<file path="src/rtl/pe_feed_pkg.sv">
// Shared types and constants for the PE16_8 row feeder: FSM state encoding,
// datapath widths, lane-mode encoding, skew-line entry layout and the
// absolute-value helpers used by the row converter.
package pe_feed_pkg;

   localparam int DATA_W = 16;
   localparam int SIGN_W = 2;

   localparam logic MODE_8  = 1'b1;
   localparam logic MODE_16 = 1'b0;

   typedef enum logic [1:0] {
      IDLE   = 2'd0,
      STREAM = 2'd1,
      FLUSH  = 2'd2,
      DONE   = 2'd3
   } feed_state_t;

   // One slot of the skew line: exactly what a PE row consumes in a cycle.
   typedef struct packed {
      logic [DATA_W-1:0] mag;
      logic [SIGN_W-1:0] sign;
      logic              mode;
      logic              en;
   } feed_entry_t;

   // Two's-complement magnitude of a byte; 0x80 maps to 0x80, which is exact
   // when read as unsigned.
   function automatic logic [7:0] absByte(input logic [7:0] v);
      return v[7] ? (~v + 8'd1) : v;
   endfunction

   // Two's-complement magnitude of a 16-bit word; 0x8000 maps to 0x8000.
   function automatic logic [15:0] absWord(input logic [15:0] v);
      return v[15] ? (~v + 16'd1) : v;
   endfunction

endpackage

</file>
<file path="src/rtl/pe_row_feeder_if.sv">
// Activation stream into the feeder: valid/ready handshake plus one packed
// signed vector carrying ROWS 16-bit elements, row r at [16r+15:16r].
interface pe_row_feeder_if import pe_feed_pkg::*; #(parameter int ROWS = 4);

   logic                   s_valid;
   logic                   s_ready;
   logic [ROWS*DATA_W-1:0] s_data;

   modport master (output s_valid, output s_data, input s_ready);
   modport slave  (input s_valid, input s_data, output s_ready);

endinterface

</file>
<file path="src/rtl/sm16_8_conv.sv">
// Combinational two's-complement to magnitude + 2-bit sign converter for one
// PE row. In 16-bit mode the word is converted whole and both sign bits carry
// the word sign; in dual 8-bit mode each byte is converted on its own.
// Build option: define PE_FEED_SAT_EN to clamp most-negative inputs to the
// largest positive magnitude (0x7FFF, or 0x7F per byte lane) instead of
// passing the exact unsigned magnitude 0x8000 / 0x80.
module sm16_8_conv import pe_feed_pkg::*; (
   input  logic              mode,
   input  logic [DATA_W-1:0] x,
   output logic [DATA_W-1:0] mag,
   output logic [SIGN_W-1:0] sign
);

   logic [15:0] magWord;
   logic [7:0]  magHi;
   logic [7:0]  magLo;

   // Compute both interpretations, optionally clamp, then select by lane mode.
   always_comb begin
      magWord = absWord(x);
      magHi   = absByte(x[15:8]);
      magLo   = absByte(x[7:0]);
`ifdef PE_FEED_SAT_EN
      if (x == 16'h8000) begin
         magWord = 16'h7FFF;
      end
      if (x[15:8] == 8'h80) begin
         magHi = 8'h7F;
      end
      if (x[7:0] == 8'h80) begin
         magLo = 8'h7F;
      end
`else
      magWord = magWord;
`endif
      if (mode == MODE_8) begin
         mag  = {magHi, magLo};
         sign = {x[15], x[7]};
      end else begin
         mag  = magWord;
         sign = {x[15], x[15]};
      end
   end

endmodule

</file>
<file path="src/rtl/pe_row_feeder.sv">
// Left-column feeder for the PE16_8 systolic array. Accepts signed activation
// vectors, converts every row element to magnitude + sign form and delays row
// r by r extra register stages so the array sees the diagonal skew. A tile
// FSM counts accepted vectors, flushes the skew line with bubbles and pulses
// done. All state moves on the falling clock edge to match the PE array.
// Build option: PE_FEED_SAT_EN (see sm16_8_conv) selects saturation of
// most-negative inputs.
module pe_row_feeder import pe_feed_pkg::*; #(
   parameter int ROWS  = 4,
   parameter int LEN_W = 16
) (
   input  logic                   clk,
   input  logic                   res,
   input  logic                   start,
   input  logic [LEN_W-1:0]       cfg_len,
   input  logic                   cfg_mode,
   pe_row_feeder_if.slave         s,
   output logic [ROWS*DATA_W-1:0] x_mag,
   output logic [ROWS*SIGN_W-1:0] x_sign,
   output logic [ROWS-1:0]        x_mode,
   output logic [ROWS-1:0]        x_en,
   output logic                   busy,
   output logic                   done
);

   // Flush counter must count ROWS bubble cycles.
   localparam int FL_W = $clog2(ROWS + 1);

   feed_state_t      state_q, state_d;
   logic [LEN_W-1:0] cnt_q, cnt_d;
   logic [LEN_W-1:0] len_q, len_d;
   logic             mode_q, mode_d;
   logic [FL_W-1:0]  flush_q, flush_d;
   logic             accept;

   // Ready is a pure decode of the registered state, never of s_valid.
   assign s.s_ready = (state_q == STREAM);
   assign accept    = s.s_valid && (state_q == STREAM);
   assign busy      = (state_q != IDLE);
   assign done      = (state_q == DONE);

   // Tile control register: state, vector count, latched config, flush count.
   always_ff @(negedge clk or posedge res) begin
      if (res) begin
         state_q <= IDLE;
         cnt_q   <= '0;
         len_q   <= '0;
         mode_q  <= MODE_16;
         flush_q <= '0;
      end else begin
         state_q <= state_d;
         cnt_q   <= cnt_d;
         len_q   <= len_d;
         mode_q  <= mode_d;
         flush_q <= flush_d;
      end
   end

   // Next-state logic: latch config on start, count accepts, then inject
   // exactly ROWS bubble cycles so the last row drains before done.
   always_comb begin
      state_d = state_q;
      cnt_d   = cnt_q;
      len_d   = len_q;
      mode_d  = mode_q;
      flush_d = flush_q;
      case (state_q)
         IDLE: begin
            if (start) begin
               len_d  = cfg_len;
               mode_d = cfg_mode;
               cnt_d  = '0;
               if (cfg_len == '0) begin
                  state_d = DONE;
               end else begin
                  state_d = STREAM;
               end
            end
         end
         STREAM: begin
            if (accept) begin
               cnt_d = cnt_q + LEN_W'(1);
               if ((cnt_q + LEN_W'(1)) == len_q) begin
                  flush_d = '0;
                  state_d = FLUSH;
               end
            end
         end
         FLUSH: begin
            if (flush_q == FL_W'(ROWS - 1)) begin
               state_d = DONE;
            end else begin
               flush_d = flush_q + FL_W'(1);
            end
         end
         DONE: begin
            state_d = IDLE;
         end
         default: begin
            state_d = IDLE;
         end
      endcase
   end

   for (genvar r = 0; r < ROWS; r++) begin : g_row
      logic [DATA_W-1:0] convMag;
      logic [SIGN_W-1:0] convSign;
      feed_entry_t       head;
      feed_entry_t       line_q [0:r];

      sm16_8_conv u_conv (
         .mode (mode_q),
         .x    (s.s_data[r*DATA_W +: DATA_W]),
         .mag  (convMag),
         .sign (convSign)
      );

      // Entry entering this row's skew line: converted element on accept,
      // otherwise a bubble that still carries the tile mode.
      always_comb begin
         head      = '0;
         head.mode = mode_q;
         if (accept) begin
            head.en   = 1'b1;
            head.mag  = convMag;
            head.sign = convSign;
         end
      end

      // Skew line for row r: r+1 registers that shift every cycle.
      always_ff @(negedge clk or posedge res) begin
         if (res) begin
            for (int k = 0; k <= r; k++) begin
               line_q[k] <= '0;
            end
         end else begin
            line_q[0] <= head;
            for (int k = 1; k <= r; k++) begin
               line_q[k] <= line_q[k-1];
            end
         end
      end

      assign x_mag[r*DATA_W +: DATA_W]  = line_q[r].mag;
      assign x_sign[r*SIGN_W +: SIGN_W] = line_q[r].sign;
      assign x_mode[r]                  = line_q[r].mode;
      assign x_en[r]                    = line_q[r].en;
   end

endmodule
</file>
<file path="src/flat_wrapper.sv">
// flat-port wrapper written by rule: the top's interface ports become plain ports
module pe_row_feeder_flat import pe_feed_pkg::*;
#(
   parameter int ROWS  = 4,
   parameter int LEN_W = 16
)
  (clk, res, start, cfg_len, cfg_mode, x_mag, x_sign, x_mode, x_en, busy, done, s_s_valid, s_s_data, s_s_ready);
  pe_row_feeder_if #(.ROWS(ROWS)) s_i ();
  input  logic clk;
  input  logic res;
  input  logic start;
  input  logic [LEN_W-1:0] cfg_len;
  input  logic cfg_mode;
  output logic [ROWS*DATA_W-1:0] x_mag;
  output logic [ROWS*SIGN_W-1:0] x_sign;
  output logic [ROWS-1:0] x_mode;
  output logic [ROWS-1:0] x_en;
  output logic busy;
  output logic done;
  input wire logic [$bits(s_i.s_valid)-1:0] s_s_valid;
  input wire logic [$bits(s_i.s_data)-1:0] s_s_data;
  output wire logic [$bits(s_i.s_ready)-1:0] s_s_ready;
  assign s_i.s_valid = s_s_valid;
  assign s_i.s_data = s_s_data;
  assign s_s_ready = s_i.s_ready;
  pe_row_feeder #(.ROWS(ROWS), .LEN_W(LEN_W)) u_core (.clk(clk), .res(res), .start(start), .cfg_len(cfg_len), .cfg_mode(cfg_mode), .s(s_i), .x_mag(x_mag), .x_sign(x_sign), .x_mode(x_mode), .x_en(x_en), .busy(busy), .done(done));
endmodule
</file>
<file path="config.mk">
export PLATFORM = sky130hd
export DESIGN_NAME = pe_row_feeder_flat
export DESIGN_NICKNAME = d
export VERILOG_FILES = /design/src/rtl/pe_feed_pkg.sv /design/src/rtl/pe_row_feeder_if.sv /design/src/rtl/sm16_8_conv.sv /design/src/rtl/pe_row_feeder.sv /design/src/flat_wrapper.sv
export SDC_FILE = /design/constraint.sdc
export NUM_CORES = 1
export LEC_CHECK = 0
export CAP_MARGIN = 30
export CELL_PAD_IN_SITES_DETAIL_PLACEMENT = 0
export CELL_PAD_IN_SITES_GLOBAL_PLACEMENT = 2
export CORE_ASPECT_RATIO = 0.5
export CORE_UTILIZATION = 34
export CTS_CLUSTER_SIZE = 30
export DETAILED_ROUTE_END_ITERATION = 7
export PLACE_DENSITY = 0.91
export REMOVE_ABC_BUFFERS = 1
export SYNTH_ARGS = -nofsm -noshare
export SYNTH_HDL_FRONTEND = slang
export SYNTH_SLANG_ARGS = --single-unit
</file>
<file path="constraint.sdc">
create_clock -name clk -period 9.4 [get_ports clk]
set_input_delay 1.88 -clock clk [delete_from_list [all_inputs] [get_ports clk]]
set_output_delay 1.88 -clock clk [all_outputs]
set_load 0.05 [all_outputs]
</file>
==> impl_metrics.csv <==
group,metric,value,unit
outcome,status,"completed",
synthesis,synth-edff-count,0,
clock_network,clk_path_buf_depth,3,
min_path,whs_path_depth,0,
clock_network,clk_pin_slew,0.05,ns
grt,antenna_found_initial,1,
sta,rsz0062_at_grt,"no",
synthesis,ys_top_cells_by_count,"226 x dfrtn_1, 99 x nor2_1, 62 x buf_4",
grt,grt_overflow_total,0,
power_and_ir_drop,ir_drop,106,µV
layout,drive_above_1_share,8.46,%
synthesis,syn_inst,811,
synthesis,synth.avg_cell_area,11.5,µm²
floorplanning,die_area,28100,µm²
placement,gp_congestion,0.862,
setup_path,cp_num_buf_inv,3,
synthesis,yosysWarningCount,0,
layout,final_core_util,43.8,%
sta,setup_viol_count_final,0,
power_and_ir_drop,finalPower,3.13,mW
setup_path,path_max_fanout,5,
min_path,min-delay-path-class,"reg -> reg",
synthesis,ys_types,58,
floorplanning,initial_core_util,34.9,%
drt,drt_iter0_markers,275,
drt,final_antenna_net_count,0,
synthesis,ys_ff_latch,226,
setup_path,crit_arrival,6.98,ns
min_path,min_from,"u_core.g_row[3].line_q[69]",
synthesis,synth_area_leaders,"dfrtn_1 61%, buf_4 5.0%, nor2_1 4.0%",
setup_path,rrSetupSlack,6.41,ns
floorplanning,core,26700,µm²
power_and_ir_drop,cellPowerDensity,268,nW/µm²
floorplanning,die_x,236,µm
synthesis,ys_seq_area_share,60.6,%
floorplanning,io_pins,168,
grt,grt_pass1_wl,32900,µm
drt,drc,0,
setup_path,critPathTopFamily,"buffers and inverters",
setup_path,critPathKind,"reg -> out",
clock_network,clock_latency,0.51,ns
drt,routedWlPerCell,15.8,µm
synthesis,synth.most_common_cell,"dfrtn_1",
setup_path,cp-start-kind,"register",
sta,final_hold_viol_count,0,
clock_network,cts_max_level,1,
min_path,whs_endpoint,"u_core.g_row[3].line_q[49]",
drt,vias_per_cell,4.67,
placement,pre_cts_slack,0.602,ns
clock_network,cts-root-buf,"clkbuf_16",
sta,slew_headroom,48.7,%
drt,wirelength,20300,µm
layout,area_delta_synth_final,25.3,%
setup_path,crit_top_cell,"inv_1",
clock_network,ctsHoldBuffers,0,
clock_network,cts_buffers,21,
grt,grt_util_all_layers,14.7,%
sta,setup_ws,0.537,ns
grt,grt_max_degree,86,
placement,io_buffer_count,167,
setup_path,crit_chain,"inv_1 -> ha_1 -> inv_1 -> clkdlybuf4s50_1",
floorplanning,die_h,119,µm
job,drv_cap,0,
synthesis,synthArstFlopShare,100,%
sta,tightest_slew,0.767,ns
drt,vias,6012,
floorplanning,placement_rows,42,
drt,drtPass1Iterations,6,
setup_path,worst_path_max_delay_cell,"clkdlybuf4s50_1",
setup_path,cp.required,7.52,ns
sta,fin_skew,0.00673,ns
setup_path,r2r-start,"u_core.cnt_q[0]",
clock_network,cts_resized,0,
setup_path,cpPeakStageDelay,0.84,ns
synthesis,synth_top_area_cell,"dfrtn_1",
layout,finalNetCount,1024,
synthesis,yosys.area.top_type_share,60.6,%
setup_path,worstReg2RegEnd,"u_core.flush_q[0]",
sta,fin_hold_ws,0.290,ns
setup_path,reg2reg_depth,8,
setup_path,crit_path_end_kind,"output pin",
clock_network,cts_setup_buffers,0,
power_and_ir_drop,power_leakage,5.29,nW
synthesis,syn_area,9330,µm²
placement,dp_hpwl,14900,µm
synthesis,ys.flop_type,"dfrtn_1",
grt,first_global_vias,6194,
sta,drv_slew,0,
clock_network,cts.sinks,226,
clock_network,cts_tree,"yes",
==> flip-flops by register name, indices dropped and copies added, names as in the netlist <==
signal	cells
u_core.len_q	16
u_core.x_sign	8
u_core.flush_q	3
u_core.g_row.line_q	111
u_core.cnt_q	16
u_core.state_q	2
u_core.x_mode	4
u_core.mode_q	1
u_core.x_mag	64
u_core.x_en	1
==> cell type report <==
| type | instances | area, µm² |
|---|---|---|
| inverters | 30 | 120 |
| clock buffers | 26 | 574 |
| clock inverters | 11 | 124 |
| multi-input cells | 465 | 2990 |
| fillers | 2467 | 15000 |
| repair buffers | 176 | 1780 |
| diodes | 1 | 2.50 |
| well taps | 352 | 440 |
| flip-flops and latches | 226 | 5660 |
==> where the power goes <==
group	switching, mW	internal [mW]	total [mW]
clock	0.359	0.493	0.852
sequential	0.0892	1.19	1.28
combinational	0.631	0.373	1.00
==> cells by family after synthesis <==
group / count (synthesis) / share of synthesized area [%]
DFF: 226 / 60.6
adders and majority gates: 19 / 2.55
xor gates and xnor gates: 59 / 5.54
muxes: 23 / 2.70
buffers and inverters: 120 / 7.35
AOI/OAI and AO/OA: 132 / 9.08
and+or+nand+nor: 232 / 12.1
==> stage by stage <==
| stage | TNS, ns | area [µm²] | cells |
|---|---|---|---|
| 2_1_floorplan | -713.83 | 8750 | 721 |
| 3_3_place_gp | 0 | 11000 | 1249 |
| 3_5_place_dp | 0 | 11000 | 1249 |
| 4_1_cts | 0 | 11700 | 1286 |
| 5_1_grt | 0 | 11700 | 1287 |
| 6_report | 0 | 11700 | 1287 |
==> layout by cell type, fill, tap and decap left out, types with 21 or more instances in the layout <==
master and instances:
clkdlybuf4s50_1 167, dfrtn_1 226, clkbuf_16 21, xor2_1 28, a21oi_1 30, inv_1 29, xnor2_1 31, nor2_1 99
nand2_1 30, o21ai_0 43
==> layer usage <==
layer  share of wire, %  global-route usage [%]  vias to the layer above
met2                 52                    26.2                       96
met4                2.4                    4.22                        0
li1                   -                       -                     2912
met3                3.7                    3.01                       32
met1                 42                    18.0                     2972
met5                  0                       0                        -
==> worst max-delay path by stage <==
stage               cells after the start  slack [ns]          endpoint               from
floorplan                               1       -3.16   u_core.cnt_q[0]                res
global placement                        8        0.63  u_core.x_mag[13]        s_s_data[2]
detailed placement                      8        0.60  u_core.x_mag[13]        s_s_data[2]
CTS                                     4        0.50              busy  u_core.state_q[0]
global route                            4        0.42              busy  u_core.state_q[0]
finish                                  4        0.54              busy  u_core.state_q[0]
==> worst reg2reg max path, stage by stage, from the launching register on <==
cell	delay, ns
dfrtn_1	0.56
ha_1	0.30
nand3_1	0.29
nor4_1	0.50
xnor2_1	0.19
o221ai_1	0.20
or2_4	0.30
o21a_4	0.21
a211o_1	0.28
(Power assumes the default switching activity.)
